### config.mk
export PLATFORM = sky130hd
export DESIGN_NAME = texture_tile_renderer
export DESIGN_NICKNAME = d
export VERILOG_FILES = /design/src/rtl/texture_pkg.sv /design/src/rtl/texture_bank_rom.sv /design/src/rtl/texture_tile_renderer.sv
export SDC_FILE = /design/constraint.sdc
export NUM_CORES = 1
export LEC_CHECK = 0
export CORE_UTILIZATION = 49
export CTS_BUF_LIST = sky130_fd_sc_hd__clkbuf_4 sky130_fd_sc_hd__clkbuf_8
export CTS_CLUSTER_DIAMETER = 100
export DETAILED_ROUTE_END_ITERATION = 6
export PLACE_DENSITY = 0.78
export SKIP_LAST_GASP = 1
export SYNTH_ARGS = -nofsm -noshare
export SYNTH_HDL_FRONTEND = slang
export SYNTH_HIERARCHICAL = 1
export SYNTH_SLANG_ARGS = --single-unit
### constraint.sdc
create_clock -name vga_clk -period 1.8 [get_ports vga_clk]
set_input_delay 0.36 -clock vga_clk [delete_from_list [all_inputs] [get_ports vga_clk]]
set_output_delay 0.36 -clock vga_clk [all_outputs]
set_load 0.005 [all_outputs]
### src/rtl/texture_pkg.sv
// Shared types and constants for the texture tile renderer.
//   rgb444_t        : 4-bit-per-channel colour payload
//   BG_COLOR        : colour shown outside the texture footprint
//   PAL_IDX_W       : width of a texel palette index
//   palette_lookup  : palette index -> rgb444 colour
//   texel_init      : texture bank ROM contents, one palette index per texel
package texture_pkg;

  localparam int unsigned PAL_IDX_W = 4;

  typedef struct packed {
    logic [3:0] r;
    logic [3:0] g;
    logic [3:0] b;
  } rgb444_t;

  localparam rgb444_t BG_COLOR = '{r: 4'h1, g: 4'h2, b: 4'h3};

  // 16-entry palette: red ramps up, green ramps down, blue steps by 3.
  function automatic rgb444_t palette_lookup(input logic [PAL_IDX_W-1:0] idx);
    rgb444_t c;
    c.r = 4'(idx);
    c.g = 4'hF - 4'(idx);
    c.b = 4'(idx + (idx << 1));
    return c;
  endfunction

  // Texel (u, v) of texture t holds palette index (u + 2v + 5t) mod 16.
  function automatic logic [PAL_IDX_W-1:0] texel_init(input int unsigned addr,
                                                      input int unsigned tex_w,
                                                      input int unsigned tex_h);
    int unsigned u;
    int unsigned v;
    int unsigned t;
    u = addr % tex_w;
    v = (addr / tex_w) % tex_h;
    t = addr / (tex_w * tex_h);
    return PAL_IDX_W'(u + 2 * v + 5 * t);
  endfunction

endpackage

### src/rtl/texture_bank_rom.sv
// Synchronous texture bank ROM: one palette index per texel, all textures
// stored back to back (texture-major, then row, then column).
//   clk    : read clock
//   addr_i : texel address, registered read
//   data_o : palette index, valid one cycle after addr_i
module texture_bank_rom
  import texture_pkg::*;
#(
  parameter int unsigned DEPTH  = 1024,
  parameter int unsigned ADDR_W = 10,
  parameter int unsigned TEX_W  = 16,
  parameter int unsigned TEX_H  = 16
) (
  input  logic                 clk,
  input  logic [ADDR_W-1:0]    addr_i,
  output logic [PAL_IDX_W-1:0] data_o
);

  logic [PAL_IDX_W-1:0] rom [DEPTH];
  logic [PAL_IDX_W-1:0] rd_d;
  logic [PAL_IDX_W-1:0] rd_q;

  // Constant table contents.
  for (genvar i = 0; i < int'(DEPTH); i++) begin : g_rom
    assign rom[i] = texel_init(32'(i), TEX_W, TEX_H);
  end

  always_comb begin
    rd_d = rom[addr_i];
  end

  always_ff @(posedge clk) begin
    rd_q <= rd_d;
  end

  assign data_o = rd_q;

endmodule

### src/rtl/texture_tile_renderer.sv
// Texture tile renderer: 3-stage pixel pipeline that maps the current VGA
// coordinate onto a (possibly scaled, possibly tiled) texture and outputs a
// registered rgb444 colour.
//   vga_clk, reset        : pixel clock, synchronous active-high reset
//   DrawX, DrawY, blank   : current pixel and active-video flag
//   tex_sel               : texture request, taken only at pixel (0,0)
//   tile_en               : 1 = repeat texture, 0 = single copy at origin
//   origin_x, origin_y    : screen position of texel (0,0)
//   red, green, blue      : registered colour, 3 cycles after the sample
//   pixel_opaque          : 1 when the colour came from the texture
// Optional: define TEXTURE_TRANSPARENCY_EN to make palette index 0 transparent.
module texture_tile_renderer
  import texture_pkg::*;
#(
  parameter int unsigned TEX_W      = 16,
  parameter int unsigned TEX_H      = 16,
  parameter int unsigned NUM_TEX    = 4,
  parameter int unsigned SCALE_LOG2 = 0
) (
  input  logic                       vga_clk,
  input  logic                       reset,
  input  logic [9:0]                 DrawX,
  input  logic [9:0]                 DrawY,
  input  logic                       blank,
  input  logic [$clog2(NUM_TEX)-1:0] tex_sel,
  input  logic                       tile_en,
  input  logic [9:0]                 origin_x,
  input  logic [9:0]                 origin_y,
  output logic [3:0]                 red,
  output logic [3:0]                 green,
  output logic [3:0]                 blue,
  output logic                       pixel_opaque
);

  localparam int unsigned SEL_W  = $clog2(NUM_TEX);
  localparam int unsigned U_W    = $clog2(TEX_W);
  localparam int unsigned V_W    = $clog2(TEX_H);
  localparam int unsigned DEPTH  = NUM_TEX * TEX_W * TEX_H;
  localparam int unsigned ADDR_W = $clog2(DEPTH);
  localparam int unsigned SPAN_X = TEX_W << SCALE_LOG2;
  localparam int unsigned SPAN_Y = TEX_H << SCALE_LOG2;

  // Stage 0 state
  logic [SEL_W-1:0]  tex_active_d, tex_active_q;
  logic [ADDR_W-1:0] addr_d, addr_q;
  logic              blank0_d, blank0_q;
  logic              inside0_d, inside0_q;
  // Stage 1 state (ROM data register lives in the ROM)
  logic              blank1_d, blank1_q;
  logic              inside1_d, inside1_q;
  logic [PAL_IDX_W-1:0] rom_idx;
  // Stage 2 state
  rgb444_t           pix_d, pix_q;
  logic              opq_d, opq_q;

  logic [9:0]     dx, dy;
  logic [U_W-1:0] u;
  logic [V_W-1:0] v;
  logic [10:0]    px, py, x_lo, x_hi, y_lo, y_hi;
  logic           frame_start, sel_ok;

  // Stage 0: coordinate -> texel address, footprint test, frame-boundary texture load.
  always_comb begin
    dx = DrawX - origin_x;
    dy = DrawY - origin_y;
    u  = U_W'(dx >> SCALE_LOG2);
    v  = V_W'(dy >> SCALE_LOG2);

    // 11-bit compares so origin + span never wraps back onto the screen.
    px   = {1'b0, DrawX};
    py   = {1'b0, DrawY};
    x_lo = {1'b0, origin_x};
    y_lo = {1'b0, origin_y};
    x_hi = x_lo + 11'(SPAN_X);
    y_hi = y_lo + 11'(SPAN_Y);
    inside0_d = tile_en | ((px >= x_lo) & (px < x_hi) & (py >= y_lo) & (py < y_hi));

    // The new texture already applies to pixel (0,0) of the new frame.
    frame_start  = (DrawX == 10'd0) && (DrawY == 10'd0);
    sel_ok       = 32'(tex_sel) < NUM_TEX;
    tex_active_d = (frame_start && sel_ok) ? tex_sel : tex_active_q;

    addr_d   = ADDR_W'(32'(tex_active_d) * TEX_W * TEX_H + 32'(v) * TEX_W + 32'(u));
    blank0_d = blank;
  end

  texture_bank_rom #(
    .DEPTH  (DEPTH),
    .ADDR_W (ADDR_W),
    .TEX_W  (TEX_W),
    .TEX_H  (TEX_H)
  ) u_rom (
    .clk    (vga_clk),
    .addr_i (addr_q),
    .data_o (rom_idx)
  );

  // Stage 1: flags travel alongside the ROM read.
  always_comb begin
    blank1_d  = blank0_q;
    inside1_d = inside0_q;
  end

  // Stage 2: palette mapping with blanking and background override.
  always_comb begin
    pix_d = '0;
    opq_d = 1'b0;
    if (blank1_q) begin
      if (!inside1_q) begin
        pix_d = BG_COLOR;
      end else begin
`ifdef TEXTURE_TRANSPARENCY_EN
        if (rom_idx == '0) begin
          pix_d = BG_COLOR;
        end else begin
          pix_d = palette_lookup(rom_idx);
          opq_d = 1'b1;
        end
`else
        pix_d = palette_lookup(rom_idx);
        opq_d = 1'b1;
`endif
      end
    end
  end

  always_ff @(posedge vga_clk) begin
    if (reset) begin
      tex_active_q <= '0;
      addr_q       <= '0;
      blank0_q     <= 1'b0;
      inside0_q    <= 1'b0;
      blank1_q     <= 1'b0;
      inside1_q    <= 1'b0;
      pix_q        <= '0;
      opq_q        <= 1'b0;
    end else begin
      tex_active_q <= tex_active_d;
      addr_q       <= addr_d;
      blank0_q     <= blank0_d;
      inside0_q    <= inside0_d;
      blank1_q     <= blank1_d;
      inside1_q    <= inside1_d;
      pix_q        <= pix_d;
      opq_q        <= opq_d;
    end
  end

  assign red          = pix_q.r;
  assign green        = pix_q.g;
  assign blue         = pix_q.b;
  assign pixel_opaque = opq_q;

endmodule

==> run_results.csv <==
group,metric,value,unit
run_status,status,"finished with violations",
run_status,violations,"negative setup slack",
timing,maxSlewHeadroom,71.4,%
critical_path,critical_path.slowest_cell,"dlygate4sd2_1",
yosys,netlist_area,2820,µm²
timing,slew_viol_final,0,
grt,grt_max_degree,37,
power_and_ir_drop,power.leakage,1.97,nW
min_path,hp-start,"blank0_q",
grt,grt_pass1_vias,3118,
grt,grt_use_met3,4.82,%
grt,grt_use_met1,29.7,%
critical_path,crit_family,"buffers and inverters",
critical_path,r2r-start,"addr_q[1]",
die,start_util,50.9,%
power_and_ir_drop,vdd_drop_max,0.000520,V
clock_tree,clk_pin_slew,0.06,ns
yosys,synthCells,346,
timing,fin_crit,2.08,ns
drt,wl_per_cell,18.0,µm
critical_path,ff2ff_path_depth,8,
drt,num_vias,3146,
timing,fin_ws,-0.278,ns
timing,tightest_slew,0.425,ns
final_layout,final_util,79.8,%
critical_path,cp_max_fo,2,
power_and_ir_drop,powerDensity,566,nW/µm²
final_layout,final_cell_mix,"buf_4 (70), nor2_1 (28), dfxtp_1 (25)",
critical_path,path_cells,"dlygate4sd2_1 > inv_1 > xnor2_2 > ha_4 > buf_4 > a21oi_1 > o22ai_1 > nor2_1 > a41o_1",
yosys,ys_warn_count,6,
drt,routed_wl,9720,µm
critical_path,path_buf_inv,3,
die,dieArea,6070,µm²
min_path,holdPathEnd,"blank1_q",
final_layout,final_cell_area,4420,µm²
drt,drt_iter0_markers,235,
die,die_w,77.9,µm
job,maxCapViolCount,0,
critical_path,path_class,"input pin to register",
critical_path,r2r_end,"u_rom/data_o[3]",
clock_tree,cts_tree,"built",
critical_path,cp_data_arrival_time,2.29,ns
die,die_h,77.9,µm
drt,drtAntennaViolNets,0,
grt,overflow,0,
place,place_area,3870,µm²
timing,rsz0062_at_grt,"yes",
clock_tree,clk_latency,0.28,ns
clock_tree,htreeDepth,2,
critical_path,endpoint_kind,"register",
place,finalWeightedCongestion,0.930,
timing,finalCritPeriodShare,115,%
timing,setup_viol,2,
drt,post_drt_via_cell_ratio,5.83,
critical_path,critPathRequiredTime,2.02,ns
timing,clock.fmax,0.481,GHz
clock_tree,cts-root-buf,"clkbuf_8",
final_layout,drive_gt1_share,36.3,%
place,dpl_worst_slack,-0.654,ns
grt,antenna_found_initial,0,
grt,grtUsageMet2,53.0,%
yosys,synth_nets,438,
die,num_rows,27,
timing,hold_viol,0,
place,dpl.hpwl,5950,µm
timing,skew,0.00346,ns
drt,drtPass1Iterations,4,
min_path,hp-class,"register to register",
yosys,syn_avg_cell_area,8.16,µm²
die,io_pins,59,
grt,busiest_layer,"met2",
final_layout,final_common_cell,"buf_4",
critical_path,crit_path_start_kind,"input pin",
final_layout,area_growth,56.6,%
final_layout,nFillCells,360,
critical_path,rrSetupSlack,-0.08,ns
critical_path,cp_slowest_stage_delay,0.32,ns
grt,grt_usage,28.5,%
place,portBuffers,58,
die,core_area,5540,µm²
grt,grt_pass1_wl,13700,µm
clock_tree,cts_inserted_buffers,5,
clock_tree,cts.sink_count,29,
min_path,hold_depth,1,
drt,drcViolationCount,0,
final_layout,nets,559,
final_layout,antenna_cells,0,
clock_tree,clockBufferDepth,2,
timing,worst_hold_slack,0.445,ns
per-layer routing:
metal	up-vias	wire length, µm
met5	-	0
met1	1467	3720
met2	157	4970
met4	0	576
li1	1474	-
met3	48	451
where the power goes:
group          internal (mW)  switching (mW)  leakage, nW
Clock                  0.266           0.248       0.0439
Combinational          0.641           0.606         1.69
Sequential             0.688          0.0538        0.239
Total                   1.59           0.908         1.97
through the flow:
step / total power, mW / TNS [ns] / std cells
3_5_place_dp: 1.74 / -1.61 / 520
6_report: 2.50 / -0.355 / 540
3_3_place_gp: 1.71 / -1.30 / 520
4_1_cts: 2.36 / -0.0343 / 539
2_1_floorplan: 1.35 / 0 / 346
5_1_grt: 2.63 / -0.379 / 540
state kept, by name (all words and copies together) (netlist names):
signal and flops:
addr_q 7, blue 4, green 4, u_rom/data_o 4
red 3, tex_active_q 2, blank0_q 1, blank1_q 1
inside0_q 1, inside1_q 1, pixel_opaque 1
worst max-delay path by stage:
stage	startpoint	endpoint	depth (start not counted)
4_1_cts	origin_y[5]	inside0_q	10
2_1_floorplan	addr_q[0]	u_rom/data_o[3]	8
3_3_place_gp	origin_y[4]	inside0_q	9
5_1_grt	origin_x[6]	inside0_q	11
6_report	origin_y[9]	inside0_q	9
3_5_place_dp	origin_x[4]	inside0_q	10
layout make-up:
class	count	area (µm²)	area share, %
Sequential cell	29	588	13.3
Multi-Input combinational cell	262	2390	54.0
Inverter	37	141	3.20
Clock inverter	3	17.5	0.396
Clock buffer	5	68.8	1.56
Timing Repair Buffer	132	1120	25.5
Tap cell	72	90.1	2.04
repair_timing:
| action | CTS | global route |
|---|---|---|
| hold buffers | 0 | 0 |
| pin swaps | 43 | 26 |
| setup endpoints to repair | 2 | 2 |
| resized for setup | 115 | 39 |
| buffers inserted | 11 | 1 |
Note: power is estimated with default switching activity, not from simulation.
